===== config.mk =====
export PLATFORM = sky130hd
export DESIGN_NAME = link_ber_monitor
export DESIGN_NICKNAME = d
export VERILOG_FILES = /design/src/rtl/link_ber_monitor.sv
export SDC_FILE = /design/constraint.sdc
export NUM_CORES = 1
export LEC_CHECK = 0
export ABC_AREA = 1
export BUFFER_PORTS_ARGS = -buffer_cell sky130_fd_sc_hd__buf_4
export CORE_ASPECT_RATIO = 0.9
export CORE_MARGIN = 2
export CORE_UTILIZATION = 30
export DETAILED_ROUTE_END_ITERATION = 6
export HOLD_SLACK_MARGIN = 0.05
export PLACE_DENSITY_LB_ADDON = 0.1
export SLEW_MARGIN = 20
export SYNTH_ARGS = -nofsm -noshare
export SYNTH_HDL_FRONTEND = slang
export SYNTH_SLANG_ARGS = --single-unit

===== constraint.sdc =====
create_clock -name clk -period 4.9 [get_ports clk]
set_input_delay 0.98 -clock clk [delete_from_list [all_inputs] [get_ports clk]]
set_output_delay 0.98 -clock clk [all_outputs]
set_load 0.01 [all_outputs]

===== src/rtl/link_ber_monitor.sv =====
// PRBS BER monitor: sweeps (phase, delay) candidates, locks on the first clean window, counts bits/errors.
// Latency: every output is registered and updates one cycle after the strobe or edge that causes it.
// Backpressure: none; a strobe may be accepted on every cycle.
module link_ber_monitor #(
  parameter int NPHASE   = 4,
  parameter int MAX_DLY  = 16,
  parameter int WIN_LEN  = 511,
  parameter int LOSS_THR = 8,
  parameter int CNT_W    = 32,
  localparam int PH_W    = $clog2(NPHASE),
  localparam int DL_W    = $clog2(MAX_DLY)
) (
  input  logic              clk,
  input  logic              rst,
  input  logic              i_enable,
  input  logic              i_valid,
  input  logic              i_ref_bit,
  input  logic [NPHASE-1:0] i_det,
  input  logic              i_clr,
  output logic              o_lock,
  output logic [PH_W-1:0]   o_phase,
  output logic [DL_W-1:0]   o_delay,
  output logic [CNT_W-1:0]  o_bit_cnt,
  output logic [CNT_W-1:0]  o_err_cnt,
  output logic              o_search_fail
);

  localparam int WC_W = $clog2(WIN_LEN + 1);
  localparam int WE_W = $clog2(LOSS_THR + 1);

  typedef enum logic [1:0] {ST_IDLE, ST_SEARCH, ST_LOCK} state_t;
  state_t state, state_nxt;

  logic [MAX_DLY-2:0] hist;
  logic [MAX_DLY-1:0] ref_vec;
  logic [WC_W-1:0]    win_cnt;
  logic [WE_W-1:0]    win_err;
  logic [WE_W-1:0]    win_err_nxt;
  logic               strobe;
  logic               mis;
  logic               win_end;
  logic               go_lock;
  logic               go_loss;
  logic               advance;

  // ref_vec[d] is the reference bit from d strobes ago; index 0 is the live bit.
  assign strobe      = i_valid & i_enable;
  assign ref_vec     = {hist, i_ref_bit};
  assign mis         = i_det[o_phase] ^ ref_vec[o_delay];
  assign win_end     = strobe && (state != ST_IDLE) && (win_cnt == WC_W'(WIN_LEN - 1));
  assign win_err_nxt = (win_err == WE_W'(LOSS_THR)) ? win_err : win_err + WE_W'(mis);

  always_comb begin
    state_nxt = state;
    go_lock   = 1'b0;
    go_loss   = 1'b0;
    advance   = 1'b0;
    if (!i_enable) begin
      state_nxt = ST_IDLE;
    end else begin
      case (state)
        ST_IDLE: state_nxt = ST_SEARCH;
        ST_SEARCH: begin
          if (win_end) begin
            if (win_err_nxt == '0) begin
              state_nxt = ST_LOCK;
              go_lock   = 1'b1;
            end else begin
              advance = 1'b1;
            end
          end
        end
        ST_LOCK: begin
          if (win_end && (win_err_nxt >= WE_W'(LOSS_THR))) begin
            state_nxt = ST_SEARCH;
            go_loss   = 1'b1;
          end
        end
        default: state_nxt = ST_IDLE;
      endcase
    end
  end

  always_ff @(posedge clk or negedge rst) begin
    if (!rst) begin
      state  <= ST_IDLE;
      o_lock <= 1'b0;
    end else begin
      state  <= state_nxt;
      o_lock <= (state_nxt == ST_LOCK);
    end
  end

  always_ff @(posedge clk or negedge rst) begin
    if (!rst) begin
      hist <= '0;
    end else if (strobe) begin
      hist <= ref_vec[MAX_DLY-2:0];
    end
  end

  // Candidate sweep: delay is the fast index, phase the slow one.
  always_ff @(posedge clk or negedge rst) begin
    if (!rst) begin
      o_phase       <= '0;
      o_delay       <= '0;
      o_search_fail <= 1'b0;
    end else if (i_enable && (state == ST_IDLE)) begin
      o_phase <= '0;
      o_delay <= '0;
    end else if (go_loss) begin
      o_phase <= '0;
      o_delay <= '0;
    end else if (advance) begin
      if (o_delay == DL_W'(MAX_DLY - 1)) begin
        o_delay <= '0;
        if (o_phase == PH_W'(NPHASE - 1)) begin
          o_phase       <= '0;
          o_search_fail <= 1'b1;
        end else begin
          o_phase <= o_phase + PH_W'(1);
        end
      end else begin
        o_delay <= o_delay + DL_W'(1);
      end
    end else if (go_lock) begin
      o_search_fail <= 1'b0;
    end
  end

  always_ff @(posedge clk or negedge rst) begin
    if (!rst) begin
      win_cnt <= '0;
      win_err <= '0;
    end else if (i_enable && (state == ST_IDLE)) begin
      win_cnt <= '0;
      win_err <= '0;
    end else if (strobe && (state != ST_IDLE)) begin
      if (win_end) begin
        win_cnt <= '0;
        win_err <= '0;
      end else begin
        win_cnt <= win_cnt + WC_W'(1);
        win_err <= win_err_nxt;
      end
    end
  end

  // Clear beats a same-cycle increment; lock entry starts the counts from zero.
  always_ff @(posedge clk or negedge rst) begin
    if (!rst) begin
      o_bit_cnt <= '0;
      o_err_cnt <= '0;
    end else if (i_clr || go_lock) begin
      o_bit_cnt <= '0;
      o_err_cnt <= '0;
    end else if (strobe && (state == ST_LOCK)) begin
      if (o_bit_cnt != '1) o_bit_cnt <= o_bit_cnt + CNT_W'(1);
      if (mis && (o_err_cnt != '1)) o_err_cnt <= o_err_cnt + CNT_W'(1);
    end
  end

endmodule

# Yosys cells after proc, flatten, opt, wreduce, memory -nomap -nowiden
# Cells that the tools add are included.
# W data, S select, Z words.
[classes]
n_addsub = 6
order_cmp = 3
n_eq_ne = 11
n_mux = 46
bitwise_logic = 4
reduce_logical = 21
[ops]
columns = ["op", "count"]
rows = [
  ["$mux W32", 6],
  ["$add A32 B1 Y32 const B", 2],
  ["$ne A32 B32 Y1 const B", 2],
  ["$mux W4", 8],
  ["$mux W9", 3],
  ["$mux W2", 9],
  ["$mux W1", 17],
  ["$reduce_bool A2 Y1", 6],
  ["$add A9 B1 Y9 const B", 1],
  ["$eq A9 B9 Y1 const B", 1],
  ["$eq A4 B4 Y1 const B", 2],
  ["$eq A2 B2 Y1 const B", 3],
  ["$logic_and A1 B1 Y1", 6],
  ["$pmux W2 S3", 1],
  ["$reduce_and A2 Y1", 3],
  ["$reduce_bool A3 Y1", 2],
  ["$lt A4 B5 Y1 const B", 1],
  ["$reduce_and A5 Y1", 1],
  ["$add A4 B1 Y4", 1],
  ["$add A4 B1 Y4 const B", 1],
  ["$bmux W1 S4", 1],
  ["$ge A4 B4 Y1 const B", 1],
  ["$logic_not A4 Y1", 1],
  ["$ne A2 B1 Y1 const B", 2],
  ["9 further kinds", 10],
]
[totals]
reg_bits = 102

# Depth between registers and ports, before layout
[logic_depth]
word_depth = 13
mapped_depth = 24
mapped_depth_nobuf = 21

# Worst setup path before layout
# Ideal clock, no wire load.
[synth_timing]
path_type = "input to register"
startpoint = "in i_ref_bit"
endpoint = "reg o_err_cnt[18]"
setup_ns = 0.118
t_arrival_ns = 2.987
t_required_ns = 4.782
path_slack_ns = 1.795
stages = 18
n_path_buf = 3
cell_sequence = "nand2_1 > nand3_1 > nand4_1 > nand3_1 > nand3_1 > nand2_4 > buf_4 > ha_1 > ha_1 > or2_1 > nand3_1 > nand3_2 > nor2_4 > nor2_8 > buf_6 > buf_6 > nand3_2 > nand2_1"
[synth_via]
elab_chain_cells = 13
word_cells_on_any_way = 16
classes_between = "add/sub: 1; mux: 8; bitwise: 1; reduce/logical: 6"
[synth_lines]
columns = ["item", "line", "source"]
rows = [
  ["start, declared", "17", "input logic i_ref_bit,"],
  ["$bmux W1 S4 (*)", "49", "assign mis = i_det[o_phase] ^ ref_vec[o_delay];"],
  ["$mux W1 (not written as such) (*)", "49", ""],
  ["$xor A1 B1 Y1 (*)", "49", ""],
  ["$add A4 B1 Y4", "51", "assign win_err_nxt = (win_err == WE_W'(LOSS_THR)) ? win_err : win_err + WE_W'(mis);"],
  ["$mux W4", "51", ""],
  ["$logic_not A4 Y1", "65", "if (win_err_nxt == '0) begin"],
  ["$mux W1", "65", ""],
  ["$mux W1", "64", "if (win_end) begin"],
  ["$mux W1", "61", "case (state)"],
  ["$mux W1", "58", "if (!i_enable) begin"],
  ["$logic_or A1 B1 Y1", "154", "end else if (i_clr || go_lock) begin"],
  ["$reduce_bool A2 Y1 (no line)", "n/a", ""],
  ["$reduce_and A2 Y1 (no line)", "n/a", ""],
  ["end signal, assigned", "159", "if (mis && (o_err_cnt != '1)) o_err_cnt <= o_err_cnt + CNT_W'(1);"],
  ["end, declared", "24", "output logic [CNT_W-1:0] o_err_cnt,"],
]
# Mark *: on every way between the ends. The rest lies on a longest branch, timed or not. The select of a mux whose other input is x is not followed.
# A chain may end at the register's enable or synchronous reset.

# Worst setup path in the final report
[layout_timing]
startpoint = "reg o_delay[0]"
endpoint = "reg o_bit_cnt[22]"
[layout_via]
elab_chain_cells = 13
word_cells_on_any_way = 15
classes_between = "add/sub: 1; mux: 8; bitwise: 1; reduce/logical: 5"
[layout_lines]
columns = ["item", "line", "source"]
rows = [
  ["start, declared", "22", "output logic [DL_W-1:0] o_delay,"],
  ["start signal, assigned", "124", "o_delay <= o_delay + DL_W'(1);"],
  ["$bmux W1 S4 (*)", "49", ""],
  ["$mux W1 (not written as such) (*)", "49", ""],
  ["$xor A1 B1 Y1 (*)", "49", ""],
  ["$add A4 B1 Y4 (*)", "51", ""],
  ["$mux W4 (*)", "51", ""],
  ["$logic_not A4 Y1 (*)", "65", ""],
  ["$mux W1 (*)", "65", ""],
  ["$mux W1 (*)", "64", ""],
  ["$mux W1 (*)", "61", ""],
  ["$mux W1 (*)", "58", ""],
  ["$logic_or A1 B1 Y1 (*)", "154", ""],
  ["$reduce_bool A2 Y1 (no line)", "n/a", ""],
  ["$reduce_and A2 Y1 (no line)", "n/a", ""],
  ["end signal, assigned", "158", "if (o_bit_cnt != '1) o_bit_cnt <= o_bit_cnt + CNT_W'(1);"],
  ["end, declared", "23", "output logic [CNT_W-1:0] o_bit_cnt,"],
]
# Marks and branches as above.

==> results.cfg <==
[status]
status = complete, no violations

[setup_path]
startpoint_type = register
crit_top_cell = nand2_1
cp.arrival_ns = 4.05
critPathTopFamily = simple AND/OR/NAND/NOR gates
cp_num_buf_inv = 2
crit_path_top_delay_cell = dfrtp_1
cpPeakStageDelay_ns = 0.68
path_cells = inv_2 > nand2_1 > nand2_1 > nand2_1 > nand2_1 > nand2_1 > nand2_1 > inv_2 > nand3_2 > nand2_4 > ha_1 > ha_1 > or2_1 > nand3_1 > nand3_2 > nor2_4 > nor2_8 > nand2_4 > nand2_1 > nand2_1
cp_max_fo = 36
crit_type = reg -> reg
worstPathRequired_ns = 5.14
critPathCaptureType = register

[logic_synthesis]
ys_warn_count = 0
ys.flop_type = dfrtp_1
synth_cell_types = 43
yosysMostFrequentCell = nand2_1
async_reset_ff_share_pct = 100
synth_top_area_share_pct = 36.9
netlist_area_um2 = 6910
ys_seq_area_share_pct = 36.9
syn_avg_cell_area_um2 = 7.07
ys_seq_elements = 102
synth_common_cells = nand2_1 (288), inv_1 (109), nor2_1 (103)
synthCells = 978
synth_area_leaders = dfrtp_1 (37%), nand2_1 (16%), nand3_1 (7.3%), inv_1 (5.9%), nor2_1 (5.6%)
syn_nets = 996
synth_edf_count = 0
synth_top_area_cell = dfrtp_1

[power]
ir_drop_v = 0.000160
powerDensity_nw_per_um2 = 240
power_mw = 1.93
p_leak_nw = 3.83

[grt]
grt_pass1_wl_um = 33200
track_usage_pct = 17.1
grt_antenna_before_repair = 0
grt_max_degree = 65
grt_pass1_vias = 6210
grt_overflow = 0

[sta]
fin_tns_setup_ns = 0
rsz0062_at_grt = false
finalCriticalPeriod_ns = 3.81
slew_violations = 0
worst_pin_slew_ns = 0.665
setup_violations = 0
finalClockSkew_ns = 0.0101
hold_viol = 0
maxSlewHeadroom_pct = 55.3
clock.fmax_ghz = 0.262
setup_ws_ns = 1.09
min_period_over_period_pct = 77.8

[cells_and_area]
nNetsFinal = 1060
fin_util_pct = 35.5
syn_to_final_growth_pct = 16.0
instances_no_fill = 1344
drive_gt1_share_pct = 15.4
diodes = 0

[placed_design]
post-place-ws_ns = 0.966
place_congestion = 0.860
portBuffers = 81
hpwlAfterDp_um = 14500
dp.cells = 1328

[floorplan]
fp.dieW_um = 164
core-area_um2 = 22600
rows = 52
dieArea_um2 = 24300
die_h_um = 148
io_pins = 82
start_util_pct = 30.6

[drt]
wl_um = 20000
drc = 0
via_count = 6404
drt_iter0_markers = 394
ant_nets = 0
avgViaCountPerCell = 4.76
routedWlPerCell_um = 14.9
first_pass_iters = 5

[clock_tree]
hold_buffers = 0
post-cts-setup-buffers = 0
htreeDepth = 3
clock_latency_ns = 0.36
cts_buffer_depth = 2
cts.clk_slew.worst_paths_ns = 0.07
clock-sinks = 102
clock_tree.root_cell = clkbuf_16
cts_tree = yes
cts_buffers = 9
cts_resized = 0

[min_path]
hold_path.class = reg -> reg

[flow_run]
max_cap_viol_count = 0
==> worst reg2reg max path, stage by stage, from the launching register on <==
cell and delay [ns]:
dfrtp_1 0.68, inv_2 0.24, nand2_1 0.14, nand2_1 0.05
nand2_1 0.05, nand2_1 0.05, nand2_1 0.05, nand2_1 0.06
inv_2 0.05, nand3_2 0.08, nand2_4 0.33, ha_1 0.26
ha_1 0.16, or2_1 0.11, nand3_1 0.11, nand3_2 0.14
nor2_4 0.06, nor2_8 0.44, nand2_4 0.39, nand2_1 0.17
nand2_1 0.06
==> sequential cells by signal, indices dropped and copies added, names as in the netlist <==
register / cells
o_bit_cnt: 32
o_err_cnt: 32
hist: 15
win_cnt: 9
o_delay: 4
win_err: 4
o_phase: 2
state: 2
o_lock: 1
o_search_fail: 1
==> worst paths after layout <==
| kind | from | cells past startpoint | end | slack [ns] |
|---|---|---|---|---|
| worst max-delay path | o_delay[0]$_DFFE_PN0P_ | 20 | o_bit_cnt[22]$_DFFE_PN0P_ | 1.09 |
| worst min-delay path | hist[4]$_DFFE_PN0P_ | 2 | hist[4]$_DFFE_PN0P_ | 0.50 |
| worst max register to register | o_delay[0]$_DFFE_PN0P_ | 20 | o_bit_cnt[22]$_DFFE_PN0P_ | 1.09 |
| worst min register to register | hist[4]$_DFFE_PN0P_ | 2 | hist[4]$_DFFE_PN0P_ | 0.50 |
| max in group asynchronous | rst | 2 | win_cnt[2]$_DFFE_PN0P_ | 3.43 |
| min in group asynchronous | rst | 1 | hist[13]$_DFFE_PN0P_ | 0.55 |
==> cells in the final DEF (no fill, tap or decap), drive strengths merged, types with 13 or more instances in the layout <==
cell type / count
nor2: 109
dfrtp: 102
buf: 84
nand3: 115
xor2: 27
clkbuf: 13
inv: 122
o21ai: 39
nand4: 55
nand2: 294
nor3: 29
==> cells by family (layout without fill, tap and decap cells) <==
| kind of cell | Yosys count | in the layout | share of synthesized area (%) |
|---|---|---|---|
| muxes | 8 | 8 | 1.30 |
| adders and majority gates | 8 | 8 | 1.45 |
| DFF | 102 | 102 | 36.9 |
| xor gates and xnor gates | 38 | 38 | 4.81 |
| AOI/OAI and AO/OA | 60 | 60 | 5.28 |
| buffers and inverters | 154 | 223 | 9.70 |
| and+or+nand+nor | 608 | 608 | 40.5 |
==> power by group <==
group          switching (mW)  leakage (nW)  internal, mW
clock network           0.340         0.146         0.425
registers              0.0355          1.39         0.887
logic                   0.160          2.29        0.0808
==> final cells by class <==
class                      instances  area, um^2
clock buffer                      13         260
clock inverter                     3        42.5
fill                            2447       14600
inverter                         123         462
multi-input combinational        722        3690
sequential                       102        2550
tap                              297         372
timing repair buffer              84         643
==> stage by stage <==
| step | hold slack (ns) | cell area, um^2 |
|---|---|---|
| after CTS | 0.502 | 8020 |
| final | 0.500 | 8020 |
| after global placement | 0.472 | 7720 |
| after floorplan | 0.453 | 6910 |
| after detailed placement | 0.479 | 7720 |
| after global routing | 0.526 | 8020 |
==> routing by layer <==
layer / vias up / global-route usage [%] / wire (um)
li1: 3289 / - / -
met1: 2983 / 24.7 / 10200
met2: 116 / 26.4 / 8960
met3: 16 / 3.51 / 664
met4: 0 / 3.64 / 266
met5: - / 0 / 0
Power figures use the tool's default switching activity.
